<file path="src/rtl/ram_unshifter.sv">
// -----------------------------------------------------------------------------
// ram_unshifter
//
// Read-side partner of the BRAM serial shifter. It sweeps the read port of a
// BRAM delay line and rebuilds the 1-bit serial stream into parallel words.
// It accounts for the BRAM's synchronous read latency and starts reading at a
// fixed phase offset from the write pointer.
//
// Build option:
//   RAM_UNSHIFTER_OUTREG_EN  when defined, the BRAM output register is in use
//                            (DOA_REG=1). Read latency becomes 2 and ram_regce
//                            follows ram_en. When undefined, read latency is 1
//                            and ram_regce is tied low.
//
// Parameters:
//   IO_WIDTH     bits per reassembled word (>= 2)
//   ADDR_WIDTH   BRAM read address width
//   PHASE_SHIFT  first read address after a start, modulo 2^ADDR_WIDTH
//
// Ports:
//   clk        sole clock, rising edge
//   rst        asynchronous, active-high reset
//   en         run enable, level-sensitive
//   ram_addr   BRAM read address
//   ram_en     BRAM read enable (ENARDEN)
//   ram_regce  BRAM output register clock enable (REGCEAREGCE)
//   ram_out    serial read data (reduction-OR of the BRAM data bus)
//   out        last complete word, LSB = first bit sampled
//   out_valid  one-cycle strobe, high in the cycle out updates
//   overrun    sticky flag, set when the read address wraps while running
// -----------------------------------------------------------------------------
module ram_unshifter #(
  parameter int IO_WIDTH    = 16,
  parameter int ADDR_WIDTH  = 9,
  parameter int PHASE_SHIFT = 3
) (
  input  logic                  clk,
  input  logic                  rst,
  input  logic                  en,
  output logic [ADDR_WIDTH-1:0] ram_addr,
  output logic                  ram_en,
  output logic                  ram_regce,
  input  logic                  ram_out,
  output logic [IO_WIDTH-1:0]   out,
  output logic                  out_valid,
  output logic                  overrun
);

`ifdef RAM_UNSHIFTER_OUTREG_EN
  localparam int LATENCY = 2;
`else
  localparam int LATENCY = 1;
`endif

  localparam int CNT_W = $clog2(IO_WIDTH);

  // Truncation to ADDR_WIDTH bits is the modulo 2^ADDR_WIDTH reduction.
  localparam logic [ADDR_WIDTH-1:0] PHASE_ADDR = ADDR_WIDTH'(PHASE_SHIFT);
  localparam logic [ADDR_WIDTH-1:0] ADDR_MAX   = '1;
  localparam logic [CNT_W-1:0]      LAST_BIT   = CNT_W'(IO_WIDTH - 1);
  // The fill counter only has to count to LATENCY-1, which is at most 1.
  localparam logic                  FILL_LAST  = 1'(LATENCY - 1);

  typedef enum logic [1:0] {
    S_IDLE = 2'd0,
    S_FILL = 2'd1,
    S_RUN  = 2'd2
  } state_t;

  state_t                  state_reg,     state_next;
  logic                    fill_cnt_reg,  fill_cnt_next;
  logic [CNT_W-1:0]        bit_cnt_reg,   bit_cnt_next;
  logic [IO_WIDTH-1:0]     shift_reg,     shift_next;
  logic [ADDR_WIDTH-1:0]   addr_reg,      addr_next;
  logic [IO_WIDTH-1:0]     out_reg,       out_next;
  logic                    out_valid_reg, out_valid_next;
  logic                    overrun_reg,   overrun_next;

  // Incoming bit enters at the top and the word shifts right, so after
  // IO_WIDTH samples the first bit sits in bit 0 (LSB-first ordering).
  logic [IO_WIDTH-1:0]     shift_in;
  assign shift_in = {ram_out, shift_reg[IO_WIDTH-1:1]};

  // ---------------------------------------------------------------------------
  // State register
  // ---------------------------------------------------------------------------
  always_ff @(posedge clk or posedge rst) begin
    if (rst) begin
      state_reg     <= S_IDLE;
      fill_cnt_reg  <= 1'b0;
      bit_cnt_reg   <= '0;
      shift_reg     <= '0;
      addr_reg      <= '0;
      out_reg       <= '0;
      out_valid_reg <= 1'b0;
      overrun_reg   <= 1'b0;
    end else begin
      state_reg     <= state_next;
      fill_cnt_reg  <= fill_cnt_next;
      bit_cnt_reg   <= bit_cnt_next;
      shift_reg     <= shift_next;
      addr_reg      <= addr_next;
      out_reg       <= out_next;
      out_valid_reg <= out_valid_next;
      overrun_reg   <= overrun_next;
    end
  end

  // ---------------------------------------------------------------------------
  // Next-state logic
  // ---------------------------------------------------------------------------
  always_comb begin
    state_next     = state_reg;
    fill_cnt_next  = fill_cnt_reg;
    bit_cnt_next   = bit_cnt_reg;
    shift_next     = shift_reg;
    addr_next      = addr_reg;
    out_next       = out_reg;
    out_valid_next = 1'b0;
    overrun_next   = overrun_reg;

    case (state_reg)
      S_IDLE: begin
        // Start: load the phase offset and throw away any stale context.
        // out is left alone so the last good word stays visible.
        if (en) begin
          state_next    = S_FILL;
          addr_next     = PHASE_ADDR;
          fill_cnt_next = 1'b0;
          bit_cnt_next  = '0;
          shift_next    = '0;
          overrun_next  = 1'b0;
        end
      end

      S_FILL: begin
        // Address keeps moving while the read pipeline primes; nothing
        // coming out of the BRAM is meaningful yet. A wrap here is not an
        // overrun because no data has been consumed.
        if (!en) begin
          state_next = S_IDLE;
        end else begin
          addr_next = addr_reg + 1'b1;
          if (fill_cnt_reg == FILL_LAST) begin
            state_next    = S_RUN;
            fill_cnt_next = 1'b0;
          end else begin
            fill_cnt_next = fill_cnt_reg + 1'b1;
          end
        end
      end

      S_RUN: begin
        // The bit on ram_out belongs to this edge regardless of en, so a
        // word whose last bit lands as en falls still completes.
        shift_next = shift_in;
        if (bit_cnt_reg == LAST_BIT) begin
          out_next       = shift_in;
          out_valid_next = 1'b1;
          bit_cnt_next   = '0;
        end else begin
          bit_cnt_next = bit_cnt_reg + 1'b1;
        end

        if (!en) begin
          state_next = S_IDLE;
        end else begin
          addr_next = addr_reg + 1'b1;
          if (addr_reg == ADDR_MAX) begin
            overrun_next = 1'b1;
          end
        end
      end

      default: begin
        state_next = S_IDLE;
      end
    endcase
  end

  // ---------------------------------------------------------------------------
  // Outputs
  // ---------------------------------------------------------------------------
  assign ram_addr  = addr_reg;
  assign ram_en    = (state_reg != S_IDLE);
`ifdef RAM_UNSHIFTER_OUTREG_EN
  assign ram_regce = (state_reg != S_IDLE);
`else
  assign ram_regce = 1'b0;
`endif
  assign out       = out_reg;
  assign out_valid = out_valid_reg;
  assign overrun   = overrun_reg;

endmodule
</file>
<file path="config.mk">
export PLATFORM = sky130hd
export DESIGN_NAME = ram_unshifter
export DESIGN_NICKNAME = d
export VERILOG_FILES = /design/src/rtl/ram_unshifter.sv
export SDC_FILE = /design/constraint.sdc
export NUM_CORES = 1
export LEC_CHECK = 0
export BUFFER_PORTS_ARGS = -buffer_cell sky130_fd_sc_hd__buf_2
export CORE_ASPECT_RATIO = 0.8
export CORE_MARGIN = 3
export CORE_UTILIZATION = 55
export DETAILED_ROUTE_END_ITERATION = 8
export PLACE_DENSITY_LB_ADDON = 0.12
export SLEW_MARGIN = 40
export SYNTH_ARGS = -nofsm -noshare
export SYNTH_HDL_FRONTEND = slang
export SYNTH_SLANG_ARGS = --single-unit
</file>
<file path="constraint.sdc">
create_clock -name clk -period 2 [get_ports clk]
set_input_delay 0.2 -clock clk [delete_from_list [all_inputs] [get_ports clk]]
set_output_delay 0.2 -clock clk [all_outputs]
set_load 0.05 [all_outputs]
</file>
Word level (Yosys, flattened, before mapping)
Cells that the tools add are included.
{"block": "word_totals", "register_bits": 50, "in_bits": 4, "output_inout_bits": 29, "wordCells": 56}
{"block": "op_classes", "add_sub_neg": 3, "eq_ne": 11, "muxes": 22, "n_reduce_logical": 12}
{"cell": "16-bit one-hot mux with 2 select lines", "count": 1}
{"cell": "9-bit 2-to-1 mux", "count": 2}
{"cell": "9-bit one-hot mux with 2 select lines", "count": 1}
{"cell": "16-bit 2-to-1 mux", "count": 1}
{"cell": "2-bit != test, second input constant", "count": 5}
{"cell": "9-bit by 1-bit adder with 9-bit output, second input constant", "count": 1}
{"cell": "9-bit == test, second input constant", "count": 1}
{"cell": "3-bit AND reduction", "count": 3}
{"cell": "2-bit 2-to-1 mux", "count": 4}
{"cell": "4-bit 2-to-1 mux", "count": 2}
{"cell": "4-bit one-hot mux with 2 select lines", "count": 1}
{"cell": "2-bit nonzero test", "count": 4}
{"cell": "1-bit 2-to-1 mux", "count": 7}
{"cell": "2-bit one-hot mux with 3 select lines", "count": 1}
{"cell": "4-bit by 1-bit adder with 4-bit output, second input constant", "count": 1}
{"cell": "4-bit == test, second input constant", "count": 1}
{"cell": "1-bit one-hot mux with 2 select lines", "count": 2}
{"cell": "2-bit AND reduction", "count": 2}
{"cell": "4-bit AND reduction", "count": 1}
{"cell": "3-bit != test, second input constant", "count": 1}
{"cell": "2-bit by 1-bit == test with 1-bit output, second input constant", "count": 1}
{"cell": "2-bit == test, second input constant", "count": 1}
{"cell": "2-bit zero test", "count": 1}
{"cell": "2-bit by 1-bit != test with 1-bit output, second input constant", "count": 1}
{"cell": "other kinds (2)", "count": 2}

Logic depth before layout (Yosys ltp)
Gate-level depths: netlist of the first run.
{"block": "logic_depth", "ltp_word": 4, "mapped_depth": 8, "depth_no_buf": 6}

Worst setup path after synthesis of the first run
No wires, ideal clock.
{"block": "synth_path", "path_kind": "register to register", "startpoint": "reg addr_reg[0] (netlist: ram_addr[0])", "endpoint": "reg addr_reg[8] (netlist: ram_addr[8])", "setup_ns": 0.122, "t_arrival_ns": 1.581, "path_slack_ns": 0.298, "stages_incl_launch_ff": 6, "n_path_buf": 0, "period_less_slack_ns": 1.702, "cell_sequence": "dfrtp_1 -> ha_1 -> nand3_1 -> nor2_1 -> ha_1 -> a32o_1"}
{"block": "synth_via", "elab_chain_len": 3}
{"element": "start, declared", "line": "74", "text": "logic [ADDR_WIDTH-1:0] addr_reg, addr_next;"}
{"element": "start signal, assigned", "line": "102", "text": "addr_reg <= addr_next;"}
{"element": "9-bit by 1-bit adder with 9-bit output", "line": "143, 168"}
{"element": "9-bit 2-to-1 mux", "line": "140, 165"}
{"element": "9-bit one-hot mux with 2 select lines", "line": "122", "text": "case (state_reg)"}
No other way between the ends. The select of a mux whose other input is x is not followed.
A chain may end at the register's enable or synchronous reset.

Final worst setup path of the first run
{"block": "layout_path", "startpoint": "reg state_reg[0]", "endpoint": "reg addr_reg[5] (netlist: ram_addr[5])"}
{"block": "layout_via", "elab_chain_len": 4, "word_cells_on_any_way": 9, "cone_classes": "4 x eq/ne; 1 x mux; 4 x reduce/logical"}
{"element": "start, declared", "line": "70", "text": "state_t state_reg, state_next;"}
{"element": "start signal, assigned", "line": "98", "text": "state_reg <= state_next;"}
{"element": "2-bit == test / 2-bit by 1-bit == test with 1-bit output (equally long branches)", "line": "122"}
{"element": "2-bit OR reduction (no line)"}
{"element": "2-bit by 1-bit != test with 1-bit output (no line) / 2-bit nonzero test (equally long branches)"}
{"element": "3-bit AND reduction (no line)"}
Parallel ways exist; a longest one is shown, timed or not.

==> metrics.txt, run 1 <==
PnR worst setup slack=between 0.15 and 0.2 ns; initial drt markers=60; Crit path required time=~2.2 ns; Syn Nets=between 150 and 200; Tmin final=between 1.5 and 2 ns; max-cap violations=0; final period utilization=0.915; Die H=roughly 61 um; most common cell after layout, fill and taps aside=dfrtp_1; synthesized instance count=approximately 170; Syn Area/Cell=12.4 sq um; maximum vdd drop=0.707 mV; Slew Viols, Final=0; Seq cells post-synth=48; RR Endpoint=ram_addr[5]; GP Congestion=between 0.7 and 0.8; status=complete, no violations; r2r setup slk=~0.17 ns; Synth warnings=0; clock buffer depth=2; DP Worst Slack=around 0.23 ns; Yosys cell types=29; CTS resizes=0; CP Buf/Inv Count=1; CTS H-tree lvls=2; pin count of the biggest net entering global routing=between 40 and 50; CTS sink cnt=48; post-CTS setup buffer count=0; via count=roughly 1,400; number of port buffers=31; Slew HR=0.611; sequential area share after synthesis=0.586; WP data arrival=between 2 and 2.5 ns; CTS tree=done; Cell Pwr Density=about 1200 mW/mm^2; ys flop type=dfrtp_1; post-route ant nets=0; EDFF count, synth=0; max reg flops=16; Post-Route WL=between 3 and 4 mm; maximum clock frequency=around 550 MHz; Starting Density=0.586; Skew-Pair Late Insertion Delay=roughly 0.30 ns; overall die width=about 74 um; DRC viols=0; Layout Nets=between 200 and 250; DR vias/cell=~5.8; first-pass GRT wire length=between 6 and 7 mm; Startpoint Class=register; R2R depth=5; Diodes inserted=0; overall routing resource usage=0.188; Worst-path clk slew=around 0.09 ns; crit-path cells=inv_1 > ha_1 > o21ai_2 > or4_1 > a21oi_1; Routed WL per cell=around 16 um; CTS root buf=clkbuf_8; drt pass-1 iters=6; commonest cells after routing, fill and taps aside=48 x dfrtp_1, 31 x buf_2, 18 x mux2_2, 17 x a22o_1, 10 x nand2_1; peak per-stage delay on the critical path=approximately 0.55 ns; async set-reset flop share out of synthesis=1.00; worst r2r src=state_reg[0]; # setup viols final=0; WS Path Type=reg -> reg; # rows=19; HPWL after DPL=2.54 mm; CP top delay family=simple AND/OR/NAND/NOR gates; Crit Path Max Fanout=10; vias in the first global route=1,370; CP endpoint kind=register; Num CTS Buffers=5; initial antenna violation count=0; layout cells sized above 1=0.322; Hold Vio Cnt, Final=0; IO Count=33; worst hold path class=in -> async; setup TNS=0 ns; RSZ-0062 raised after global routing=no; Synth Cell Area=around 0.0020 sq mm; Core ar.=~0.0035 sq mm; worst-margin pin slew=approximately 0.58 ns; Clock Skews=between 0.004 and 0.005 ns; hold_buf cts=0; Critical-path top delay cell=or4_1; die area=0.00450 sq mm; GR Overflow Total=0; area grow syn2layout=14.2%; Leakage=0.00123 uW
==> routing by layer <==
layer,wire length [um],part of all wire,track usage
met1,1880,0.49,0.250
met5,0,0,0
met3,158,0.041,0.0546
met2,1740,0.46,0.292
met4,38,0.0099,0.0761
==> worst reg2reg max path: cells and delay by family (launching register included) <==
family	cells	cell delay, ns
buffers and inverters	1	0.11
and+or+nand+nor	1	0.55
adders and majority gates	1	0.34
AOI/OAI and AO/OA	2	0.35
DFF	1	0.41
==> kinds of logic after synthesis <==
kind of cell | share of synthesized area
flops | 0.586
compound gates | 0.142
simple gates | 0.0812
mux | 0.109
buf+inv | 0.0433
fa+ha+maj | 0.0366
other cells | 0.00183
==> stage by stage <==
stage	cells	area (sq um)	hold slack [ns]	power, uW	util
after floorplan	165	2050	0.333	1830	-
after global placement	233	2230	0.375	1980	0.638
after detailed placement	233	2230	0.391	2020	0.638
after CTS	241	2340	0.0600	2710	0.670
after global routing	241	2340	0.0763	2860	0.670
final	241	2340	0.0406	2700	0.670
==> cells in the mapped netlist, types with 2 or more instances <==
master / count / area share
dfrtp_1: 48 / 0.59
mux2_2: 18 / 0.099
a22o_1: 17 / 0.073
nand2_1: 10 / 0.018
a21oi_1: 8 / 0.020
inv_1: 8 / 0.015
o21ai_0: 8 / 0.020
ha_1: 6 / 0.037
nand3_1: 6 / 0.015
buf_2: 4 / 0.0098
nor2_1: 4 / 0.0073
buf_4: 3 / 0.011
o31ai_1: 3 / 0.011
or3_1: 3 / 0.0092
a31oi_1: 2 / 0.0061
mux2i_1: 2 / 0.0098
nand4_1: 2 / 0.0061
or4_1: 2 / 0.0073
==> final cells by class <==
type | count | area, sq um
timing repair buffer | 35 | 185
multi-input combinational | 100 | 759
tap | 42 | 52.6
clock buffer | 5 | 68.8
clock inverter | 3 | 42.5
fill | 279 | 1150
inverter | 8 | 30.0
sequential | 48 | 1200
==> power by group <==
| part | internal, uW | switching (uW) |
|---|---|---|
| Sequential | 1070 | 109 |
| Combinational | 242 | 586 |
| Clock | 370 | 323 |
| Total | 1680 | 1020 |
==> worst max path at each step <==
stage	start	to	slack, ns	depth (start not counted)
detailed placement	state_reg[0]	ram_addr[5]	0.23	5
floorplan	ram_addr[0]	ram_addr[8]	0.30	5
global placement	state_reg[0]	ram_addr[7]	0.34	5
CTS	state_reg[0]	ram_addr[5]	0.21	5
finish	state_reg[0]	ram_addr[5]	0.17	5
global route	state_reg[0]	ram_addr[5]	0.1	5
Power figures use the tool's default switching activity.
==> run 2, diff against run 1 <==
GPL_TIMING_DRIVEN = 0   (was not set)
HOLD_SLACK_MARGIN = 0.06   (was not set)
==> run 2 against run 1 <==
Against the previous run: routed wire length shrank 0.55%; core utilization rose by 2.0 points; highest routed layer unchanged; non-clock buffer count is 7 higher; critical path type unchanged; die area stayed put.
==> metrics.txt, run 2 (synthesis results as in run 1) <==
status=complete, no violations; r2r setup slk=0.17 ns (about the same); CTS sink cnt=48 (unchanged); commonest cells after routing, fill and taps aside=48 x dfrtp_1, 35 x buf_2, 18 x mux2_2, 17 x a22o_1, 10 x nand2_1; WP data arrival=2.01 ns (-0.04 ns); hold endpoint=shift_reg[15]; Core ar.=0.00349 sq mm (unchanged); fillers=276 (-1.1%); maximum clock frequency=545 MHz (-0.20%); Hold Vio Cnt, Final=0 (unchanged); WS Path Type=reg -> reg; CP top delay family=buffers and inverters; Worst-path clk slew=0.09 ns (about the same); Crit Path Max Fanout=10 (unchanged); DR vias/cell=5.67 (-2.5%); worst hold path class=in -> reg; # rows=19 (unchanged); hold path depth=2; vias in the first global route=1,383 (+0.95%); Diodes inserted=0 (unchanged); worst r2r src=state_reg[0]; Skew-Pair Late Insertion Delay=0.30 ns (about the same); CTS H-tree lvls=2 (unchanged); Crit path required time=2.18 ns (-0.04 ns); R2R depth=6 (+1); GR Overflow Total=0 (unchanged); HPWL after DPL=2.69 mm (+6.2%); crit-path cells=inv_1 > ha_1 > buf_4 > nand4_2 > buf_6 > mux2_2; Routed WL per cell=15.3 um (-3.4%); setup TNS=0 ns (unchanged); die area=0.00450 sq mm (unchanged); CTS tree=done; Clock Skews=0.00800 ns (+0.00400 ns); max reg flops=16 (unchanged); CP endpoint kind=register; RR Endpoint=out[5]; Layout Nets=215 (+3.4%); RSZ-0062 raised after global routing=no; Die H=60.6 um (unchanged); Starting Density=0.586 (unchanged); Hold Path Origin=ram_out; Worst path depth=6 (+1); drt pass-1 iters=4 (-2); DRC viols=0 (unchanged); initial antenna violation count=0 (unchanged); Post-Route WL=3.80 mm (-0.55%); via count=1,406 (+0.36%); overall die width=74.3 um (unchanged); post-CTS setup buffer count=0 (unchanged); peak per-stage delay on the critical path=0.41 ns (-0.14 ns); Num CTS Buffers=5 (unchanged); maximum vdd drop=0.696 mV (-1.6%); area grow syn2layout=17.6%; Critical-path top delay cell=dfrtp_1; CP Buf/Inv Count=3 (+2); IO Count=33 (unchanged); hold_ws=0.132 ns (+0.0913 ns); final period utilization=0.917 (+0.00181); overall routing resource usage=0.191 (+0.00354); Cell Pwr Density=1140 mW/mm^2 (-1.2%); pin count of the biggest net entering global routing=40 (-18%); Tmin final=1.83 ns (+0.00362 ns); clock buffer depth=2 (unchanged); # setup viols final=0 (unchanged); layout cells sized above 1=0.340 (+0.0182); post-route ant nets=0 (unchanged); max-cap violations=0 (unchanged); Slew Viols, Final=0 (unchanged); initial drt markers=42 (-30%); first-pass GRT wire length=6.38 mm (+1.8%); Leakage=0.00128 uW (+3.6%); Startpoint Class=register; GP Congestion=0.724 (-4.6%); most common cell after layout, fill and taps aside=dfrtp_1; number of port buffers=31 (unchanged); CTS root buf=clkbuf_8
[run 2: per-stage QoR]
stage	area, sq um	setup slack (ns)	util	total power, uW	instances
after floorplan	2050	0.298	-	1830	165
after CTS	2410	0.165	0.690	2770	248
after global routing	2410	0.00154	0.690	2920	248
final	2410	0.167	0.690	2750	248
after detailed placement	2280	0.183	0.652	2040	239
after global placement	2260	0.131	0.646	1990	238
[run 2: what timing repair did]
item / CTS / global route
endpoints found under the hold margin: 48 / 0
resized for setup: 0 / 0
hold buffers: 1 / 0
[run 2: power by group]
part / switching [uW] / total (uW) / leakage, uW / internal, uW
Sequential: 112 / 1180 / 0.000656 / 1070
Combinational: 586 / 841 / 0.000560 / 255
Clock: 317 / 726 / 0.0000614 / 409
[run 2: how the worst max path moves through the flow]
stage / startpoint / end / slack [ns]
floorplan: ram_addr[0] / ram_addr[8] / 0.30
global route: state_reg[1] / shift_reg[14] / 0.002
detailed placement: state_reg[1] / shift_reg[14] / 0.18
CTS: state_reg[1] / shift_reg[5] / 0.17
finish: state_reg[0] / out[5] / 0.17
global placement: rst / bit_cnt_reg[3] / 0.13
[run 2: metal layers]
metal | part of all wire | wire length, um | track usage | up-vias
met4 | 0.010 | 38 | 0.0584 | 0
li1 | - | - | - | 675
met1 | 0.47 | 1790 | 0.252 | 699
met3 | 0.038 | 143 | 0.0662 | 4
met2 | 0.48 | 1830 | 0.302 | 28
met5 | 0 | 0 | 0 | -
[run 2: area by class of cell]
class	instances	area (sq um)	share of cell area
sequential	48	1200	0.498
multi-input combinational	100	759	0.315
timing repair buffer	33	185	0.0768
clock buffer	6	82.6	0.0343
buffer	9	58.8	0.0244
tap	42	52.6	0.0218
clock inverter	2	38.8	0.0161
inverter	8	32.5	0.0135
[run 2: worst register-to-register path: stages, from the launching register on]
cell and delay (ns):
dfrtp_1 0.41, inv_1 0.11, ha_1 0.18, buf_4 0.17, nand4_2 0.30, buf_6 0.27, mux2_2 0.28
